==> src/rtl/m_dmem_lsu_if.sv <==
// -----------------------------------------------------------------------------
// m_dmem_lsu_if
// Request/response bundle between the memory-access stage (master) and the
// load/store data memory (slave).
//   w_req_valid/w_req_ready : request handshake; accepted when both are high
//   w_req_we                : 1 = store, 0 = load
//   w_req_funct3            : RV32I width code (LB/LH/LW/LBU/LHU/SB/SH/SW)
//   w_req_addr              : byte address
//   w_req_wdata             : store data (low bits used for SB/SH)
//   w_rsp_valid             : one-cycle response pulse
//   w_rsp_rdata             : extended load data; 0 for stores and errors
//   w_rsp_err               : misaligned access or illegal funct3
//   w_busy                  : request in flight
// -----------------------------------------------------------------------------
interface m_dmem_lsu_if;
  logic        w_req_valid;
  logic        w_req_ready;
  logic        w_req_we;
  logic [2:0]  w_req_funct3;
  logic [31:0] w_req_addr;
  logic [31:0] w_req_wdata;
  logic        w_rsp_valid;
  logic [31:0] w_rsp_rdata;
  logic        w_rsp_err;
  logic        w_busy;

  modport master (
    output w_req_valid, w_req_we, w_req_funct3, w_req_addr, w_req_wdata,
    input  w_req_ready, w_rsp_valid, w_rsp_rdata, w_rsp_err, w_busy
  );

  modport slave (
    input  w_req_valid, w_req_we, w_req_funct3, w_req_addr, w_req_wdata,
    output w_req_ready, w_rsp_valid, w_rsp_rdata, w_rsp_err, w_busy
  );
endinterface

==> src/rtl/m_dmem_lsu.sv <==
// -----------------------------------------------------------------------------
// m_dmem_lsu
// RV32I load/store data memory with configurable access latency.
// A request is latched on acceptance, waits LATENCY edges, then the memory is
// read/written and a registered response is presented for one cycle.
// Ports:
//   w_clk   : clock, rising edge
//   w_rst_n : asynchronous active-low reset (does not clear the memory array)
//   bus     : m_dmem_lsu_if.slave request/response bundle
// Parameters:
//   ADDR_W  : word-address bits, depth = 2**ADDR_W 32-bit words
//   LATENCY : edges from acceptance to memory commit, 1..16
// -----------------------------------------------------------------------------
module m_dmem_lsu #(
  parameter int ADDR_W  = 6,
  parameter int LATENCY = 2
) (
  input  logic         w_clk,
  input  logic         w_rst_n,
  m_dmem_lsu_if.slave  bus
);

  localparam int         DEPTH    = 1 << ADDR_W;
  localparam logic [3:0] CNT_LOAD = 4'(LATENCY - 1);

  localparam logic [1:0] S_IDLE = 2'd0;
  localparam logic [1:0] S_WAIT = 2'd1;
  localparam logic [1:0] S_RESP = 2'd2;

  logic [1:0]        state;
  logic [3:0]        cnt;
  logic              r_we;
  logic [2:0]        r_f3;
  logic [ADDR_W+1:0] r_addr;
  logic [31:0]       r_wdata;

  // Contents start at zero and survive reset.
  logic [31:0] mem [DEPTH] = '{default: '0};

  logic              accept;
  logic              commit;
  logic              legal;
  logic [ADDR_W-1:0] idx;
  logic [1:0]        lane;
  logic [31:0]       rd_word;
  logic [7:0]        byte_sel;
  logic [15:0]       half_sel;
  logic [31:0]       ld_data;
  logic [3:0]        wr_mask;
  logic [31:0]       wr_data;

  // Upper address bits are intentionally dropped: addresses wrap on the array.
  logic unused_addr_hi;
  assign unused_addr_hi = ^bus.w_req_addr[31:ADDR_W+2];

  // Handshake outputs depend on state only, never on w_req_valid.
  assign bus.w_req_ready = (state != S_WAIT);
  assign bus.w_busy      = (state == S_WAIT);
  assign bus.w_rsp_valid = (state == S_RESP);

  assign accept = bus.w_req_valid & bus.w_req_ready;
  assign commit = (state == S_WAIT) && (cnt == 4'd0);

  assign idx     = r_addr[ADDR_W+1:2];
  assign lane    = r_addr[1:0];
  assign rd_word = mem[idx];

  // Decode of the latched request: legality, load extraction, store lanes.
  // NOTE: every combinational output gets a default first so no path leaves
  // it unassigned, which would otherwise infer a latch.
  always_comb begin
    legal    = 1'b0;
    ld_data  = '0;
    wr_mask  = '0;
    wr_data  = r_wdata;
    byte_sel = rd_word[{lane, 3'b000} +: 8];
    half_sel = r_addr[1] ? rd_word[31:16] : rd_word[15:0];

    case (r_f3)
      3'b000: begin
        legal   = 1'b1;
        ld_data = {{24{byte_sel[7]}}, byte_sel};
        wr_mask = 4'b0001 << lane;
        wr_data = {4{r_wdata[7:0]}};
      end
      3'b001: begin
        legal   = ~r_addr[0];
        ld_data = {{16{half_sel[15]}}, half_sel};
        wr_mask = r_addr[1] ? 4'b1100 : 4'b0011;
        wr_data = {2{r_wdata[15:0]}};
      end
      3'b010: begin
        legal   = (lane == 2'b00);
        ld_data = rd_word;
        wr_mask = 4'b1111;
      end
      3'b100: begin
        legal   = ~r_we;
        ld_data = {24'd0, byte_sel};
      end
      3'b101: begin
        legal   = ~r_we & ~r_addr[0];
        ld_data = {16'd0, half_sel};
      end
      default: legal = 1'b0;
    endcase
  end

  // Control state, request latch and registered response.
  // NOTE: sequential state uses non-blocking assignments so every register
  // samples the pre-edge values regardless of statement order.
  always_ff @(posedge w_clk or negedge w_rst_n) begin
    if (!w_rst_n) begin
      state           <= S_IDLE;
      cnt             <= '0;
      r_we            <= 1'b0;
      r_f3            <= '0;
      r_addr          <= '0;
      r_wdata         <= '0;
      bus.w_rsp_rdata <= '0;
      bus.w_rsp_err   <= 1'b0;
    end else begin
      case (state)
        S_IDLE, S_RESP: begin
          if (accept) begin
            state   <= S_WAIT;
            cnt     <= CNT_LOAD;
            r_we    <= bus.w_req_we;
            r_f3    <= bus.w_req_funct3;
            r_addr  <= bus.w_req_addr[ADDR_W+1:0];
            r_wdata <= bus.w_req_wdata;
          end else begin
            state <= S_IDLE;
          end
        end
        S_WAIT: begin
          if (cnt != 4'd0) begin
            cnt <= cnt - 4'd1;
          end else begin
            state           <= S_RESP;
            bus.w_rsp_rdata <= (legal && !r_we) ? ld_data : 32'd0;
            bus.w_rsp_err   <= ~legal;
          end
        end
        default: state <= S_IDLE;
      endcase
    end
  end

  // Memory array write port. A reset during WAIT forces IDLE, so an
  // uncommitted store never reaches here.
  // NOTE: the array has no reset branch; clearing it on reset would turn it
  // into a bank of flops instead of a RAM and break the retention contract.
  always_ff @(posedge w_clk) begin
    if (commit && r_we && legal) begin
      for (int i = 0; i < 4; i++) begin
        if (wr_mask[i]) mem[idx][8*i +: 8] <= wr_data[8*i +: 8];
      end
    end
  end

endmodule
==> src/flat_wrapper.sv <==
// flat-port wrapper written by rule: the top's interface ports become plain ports
module m_dmem_lsu_flat 
#(
  parameter int ADDR_W  = 6,
  parameter int LATENCY = 2
)
  (w_clk, w_rst_n, bus_w_req_valid, bus_w_req_we, bus_w_req_funct3, bus_w_req_addr, bus_w_req_wdata, bus_w_req_ready, bus_w_rsp_valid, bus_w_rsp_rdata, bus_w_rsp_err, bus_w_busy);
  m_dmem_lsu_if bus_i ();
  input  logic w_clk;
  input  logic w_rst_n;
  input wire logic [$bits(bus_i.w_req_valid)-1:0] bus_w_req_valid;
  input wire logic [$bits(bus_i.w_req_we)-1:0] bus_w_req_we;
  input wire logic [$bits(bus_i.w_req_funct3)-1:0] bus_w_req_funct3;
  input wire logic [$bits(bus_i.w_req_addr)-1:0] bus_w_req_addr;
  input wire logic [$bits(bus_i.w_req_wdata)-1:0] bus_w_req_wdata;
  output wire logic [$bits(bus_i.w_req_ready)-1:0] bus_w_req_ready;
  output wire logic [$bits(bus_i.w_rsp_valid)-1:0] bus_w_rsp_valid;
  output wire logic [$bits(bus_i.w_rsp_rdata)-1:0] bus_w_rsp_rdata;
  output wire logic [$bits(bus_i.w_rsp_err)-1:0] bus_w_rsp_err;
  output wire logic [$bits(bus_i.w_busy)-1:0] bus_w_busy;
  assign bus_i.w_req_valid = bus_w_req_valid;
  assign bus_i.w_req_we = bus_w_req_we;
  assign bus_i.w_req_funct3 = bus_w_req_funct3;
  assign bus_i.w_req_addr = bus_w_req_addr;
  assign bus_i.w_req_wdata = bus_w_req_wdata;
  assign bus_w_req_ready = bus_i.w_req_ready;
  assign bus_w_rsp_valid = bus_i.w_rsp_valid;
  assign bus_w_rsp_rdata = bus_i.w_rsp_rdata;
  assign bus_w_rsp_err = bus_i.w_rsp_err;
  assign bus_w_busy = bus_i.w_busy;
  m_dmem_lsu #(.ADDR_W(ADDR_W), .LATENCY(LATENCY)) u_core (.w_clk(w_clk), .w_rst_n(w_rst_n), .bus(bus_i));
endmodule
==> config.mk <==
export PLATFORM = sky130hd
export DESIGN_NAME = m_dmem_lsu_flat
export DESIGN_NICKNAME = d
export VERILOG_FILES = /design/src/rtl/m_dmem_lsu_if.sv /design/src/rtl/m_dmem_lsu.sv /design/src/flat_wrapper.sv
export SDC_FILE = /design/constraint.sdc
export NUM_CORES = 2
export LEC_CHECK = 0
export BUFFER_PORTS_ARGS = -buffer_cell sky130_fd_sc_hd__buf_2
export CAP_MARGIN = 20
export CELL_PAD_IN_SITES_DETAIL_PLACEMENT = 1
export CELL_PAD_IN_SITES_GLOBAL_PLACEMENT = 2
export CORE_MARGIN = 4
export CORE_UTILIZATION = 40
export CTS_CLUSTER_SIZE = 10
export DETAILED_ROUTE_END_ITERATION = 12
export PLACE_DENSITY = 0.72
export SKIP_LAST_GASP = 1
export SLEW_MARGIN = 20
export SYNTH_ARGS = -nofsm -noshare
export SYNTH_HDL_FRONTEND = slang
export SYNTH_SLANG_ARGS = --single-unit
==> constraint.sdc <==
create_clock -name w_clk -period 8.4 [get_ports w_clk]
set_clock_uncertainty 0.15 [all_clocks]
set_input_delay 1.26 -clock w_clk [delete_from_list [all_inputs] [get_ports w_clk]]
set_output_delay 1.26 -clock w_clk [all_outputs]
set_load 0.005 [all_outputs]
==> impl_metrics.csv <==
group,metric,value,unit
status,status,"complete, no violations",
clock_network,cts_tree,"done",
final_layout,syn2layout_area_growth,12.47,%
power,total_leakage_power,27.51,nW
synth,avgSynthCellArea,17.50,sq um
detailed_routing,antenna_left,0,
sta,totalNegativeSetupSlack,0,ps
place,area_after_dpl,84040,sq um
worst_setup_path,crit_path_end_kind,"flop",
flow_run,max_cap_violations,0,
synth,synthesis.yosys.warnings,0,
final_layout,finish.utilization,45.26,%
synth,synth-seq-area-share,79.04,%
grt,grt_pass1_wl,370.3,mm
worst_setup_path,r2r-start,"u_core.r_addr[2]",
synth,synth.largest_area_cell,"sky130_fd_sc_hd__edfxtp_1",
worst_setup_path,slowest_stage,"sky130_fd_sc_hd__dfrtp_4",
worst_setup_path,critPathArrivalTime,6110,ps
clock_network,cts_resized,0,
synth,synth_nets,4669,
sta,achievable-frequency,180.4,MHz
power,ir_worst_vdd,0.2251,mV
sta,final_critical_path_time_including_i_o_delays_and_setup,5542,ps
sta,finalHoldViolations,0,
clock_network,cts.repair_timing.setup_buffer_count,0,
clock_network,cts.sinks,2131,
grt,grt_remaining_overflow,0,
hold_path,min-delay-path-class,"in -> async",
worst_setup_path,timing.reg2reg.worst_path_depth,10,
place,count_of_buffers_from_port_buffering,82,
grt,grt_usage,24.86,%
worst_setup_path,crit_family,"simple AND/OR/NAND/NOR gates",
synth,synth.area.top_cells,"sky130_fd_sc_hd__edfxtp_1 76%, sky130_fd_sc_hd__a22oi_1 6.0%, sky130_fd_sc_hd__dfrtp_1 2.6%",
clock_network,clkTransAtPathRegs,60,ps
sta,timing.final.max_slew_violations,0,
place,routabilityCongestion,0.8149,
detailed_routing,drt-total-wl,264.4,mm
sta,worst_pin_slew,1209,ps
synth,synth_top_area_share,76.46,%
power,design_power_total,33.83,mW
sta,finalSetupViolCount,0,
sta,slew-limit-headroom,19.12,%
detailed_routing,detailedRoute.firstIterationViolations,5699,
worst_setup_path,worstPathBufferInverterCount,2,
detailed_routing,drt_pass1_iterations,5,
synth,synth-async-reset-ratio,3.895,%
final_layout,nets,4762,
final_layout,postLayoutCellArea,90460,sq um
floorplanning,die_w,456.4,um
power,power.density_cell_area,374.0,nW/um^2
grt,first_global_vias,47180,
sta,grt_setup_unrepaired,"no",
floorplanning,die-height,456.4,um
worst_setup_path,crit_path_max_incr_delay,980,ps
worst_setup_path,setup.worst_path.start,"u_core.r_addr[2]",
worst_setup_path,crit_path_cell_trace,"buf_4 -> nor3b_4 -> buf_12 -> a2111oi_0 -> a31oi_1 -> nor4_1 -> nor4b_1 -> and2_1 -> a211oi_1 -> or3_1",
worst_setup_path,reg2reg_slack,2860,ps
clock_network,clock_tree.htree_level_count,4,
clock_network,clock_buffer_count_from_cts,232,
synth,mappedNetlistArea,80430,sq um
worst_setup_path,critical_path_peak_fanout,69,
clock_network,cts_max_path_buffers,3,
worst_setup_path,r2r-end,"u_core.bus.w_rsp_rdata[1]",
worst_setup_path,cp_num_cells,10,
synth,synth_edf_count,2048,
detailed_routing,wl_per_cell,35.45,um
worst_setup_path,endpoint_required_time_on_the_critical_path,8970,ps
final_layout,fill_cells,18860,
place,dp_hpwl,155.4,mm
synth,total_of_flip_flops_plus_latches_after_synthesis,2131,
detailed_routing,via_count,46910,
synth,synth.distinct_cells,79,
final_layout,drive_above_1_share,12.99,%
grt,grt_antenna_before_repair,14,
sta,final_min_period_over_clock_period,65.98,%
clock_network,cts.hold.buffers_added,0,
grt,grt_max_degree,95,
floorplanning,core-area,199900,sq um
clock_network,worst_skew_pair.late_latency,850,ps
clock_network,cts-root-buf,"sky130_fd_sc_hd__clkbuf_16",
worst_setup_path,endpoint,"u_core.bus.w_rsp_rdata[1]",
worst_setup_path,cp-start-kind,"flop",
floorplanning,initial_utilization,40.24,%
floorplanning,top_level_ports,107,
floorplanning,num_rows,164,
worst_setup_path,timing.setup.critical_path_class,"reg -> reg",
synth,synth_top_flop_cell,"sky130_fd_sc_hd__edfxtp_1",
floorplanning,die-area,208300,sq um
synth,synthesis.instances,4597,
detailed_routing,routed_via_count_divided_by_cell_count,6.290,
detailed_routing,drc,0,
## synth_stat cells, types with 11 or more instances
master and n:
sky130_fd_sc_hd__a2111oi_0 17, sky130_fd_sc_hd__a211oi_1 11, sky130_fd_sc_hd__a21oi_1 51, sky130_fd_sc_hd__a221oi_1 100, sky130_fd_sc_hd__a22o_1 126, sky130_fd_sc_hd__a22oi_1 643
sky130_fd_sc_hd__a31oi_1 108, sky130_fd_sc_hd__a41oi_1 50, sky130_fd_sc_hd__and3_1 18, sky130_fd_sc_hd__and4_1 21, sky130_fd_sc_hd__and4b_1 20, sky130_fd_sc_hd__buf_1 54
sky130_fd_sc_hd__buf_2 119, sky130_fd_sc_hd__clkbuf_1 145, sky130_fd_sc_hd__dfrtp_1 83, sky130_fd_sc_hd__edfxtp_1 2048, sky130_fd_sc_hd__inv_1 16, sky130_fd_sc_hd__mux2_2 59
sky130_fd_sc_hd__mux2i_1 56, sky130_fd_sc_hd__mux4_2 33, sky130_fd_sc_hd__nand2_1 142, sky130_fd_sc_hd__nand3_1 20, sky130_fd_sc_hd__nand4_1 48, sky130_fd_sc_hd__nand4b_1 15
sky130_fd_sc_hd__nor2_1 288, sky130_fd_sc_hd__nor3_1 16, sky130_fd_sc_hd__nor4_1 27, sky130_fd_sc_hd__nor4b_1 17, sky130_fd_sc_hd__nor4bb_1 20, sky130_fd_sc_hd__o21ai_0 27
sky130_fd_sc_hd__o22ai_1 19
## final cells by class
type	count	area [sq um]	share of cell area (%)
flip-flops and latches	2131	63600	70.31
well taps	2656	3323	3.674
clock inverters	11	98.84	0.1093
inverters	19	71.32	0.07884
clock buffers	323	6242	6.900
multi-input cells	2110	15580	17.23
repair buffers	196	1514	1.674
diodes	12	30.03	0.03320
## where the power goes
part           switching [mW]  internal [mW]
Combinational            7.76           2.50
Sequential              0.458           14.1
Clock                    3.92           5.05
## kinds of logic (layout without fill, tap and decap cells)
logic type	Yosys count	in the layout	share of synthesized area (%)
AO/OA/AOI/OAI	1240	1240	11.78
XOR/XNOR	2	2	0.02178
adder cells (fa/ha/maj)	1	1	0.01555
buffers and inverters	356	549	1.977
flip-flops	2131	2131	79.04
multiplexers	150	150	2.484
other	0	12	0
AND/OR/NAND/NOR	717	717	4.684
## sequential cells by signal, indices dropped and copies added (netlist names)
name                    cells
u_core.cnt                  4
u_core.r_addr               8
u_core.state                2
u_core.bus.w_rsp_err        1
u_core.r_f3                 3
u_core.r_wdata             32
u_core.bus.w_rsp_rdata     32
u_core.r_we                 1
u_core.mem               2048
## cells in the final DEF, fill, tap and decap left out, drive strengths merged, types with 61 or more instances in the layout
cell,synthesis,final
edfxtp,2048,2048
mux2,61,61
a31oi,108,108
a221oi,102,102
nor2,288,288
a22oi,643,643
clkbuf,145,323
a22o,126,126
buf,192,196
nand2,142,142
dfrtp,83,83
## metal layers
layer | GRT usage [%] | wire length [um]
met1 | 33.64 | 106100
met2 | 38.64 | 122200
met3 | 5.989 | 24070
met4 | 10.26 | 11770
met5 | 0.9874 | 323
## worst min path at each step
stage	from	endpoint	slack, ps	depth (start not counted)
after detailed placement	u_core.bus.w_rsp_rdata[29]	u_core.bus.w_rsp_rdata[29]	340	2
after global placement	u_core.bus.w_rsp_rdata[26]	u_core.bus.w_rsp_rdata[26]	340	2
after CTS	w_rst_n	u_core.r_addr[5]	150	1
after floorplan	u_core.r_wdata[17]	u_core.r_wdata[17]	330	1
after global routing	w_rst_n	u_core.r_wdata[6]	170	1
final	w_rst_n	u_core.cnt[2]	190	1
## stage by stage
step | worst slack (ps) | hold slack (ps) | cells
6_report | 2858 | 192.6 | 7458
5_1_grt | 2770 | 166.3 | 7451
4_1_cts | 2906 | 150.8 | 7444
3_5_place_dp | 2939 | 343.1 | 7110
3_3_place_gp | 2962 | 336.5 | 7109
2_1_floorplan | 4656 | 326.7 | 4597
No activity file was read; power rests on OpenSTA's default activity.
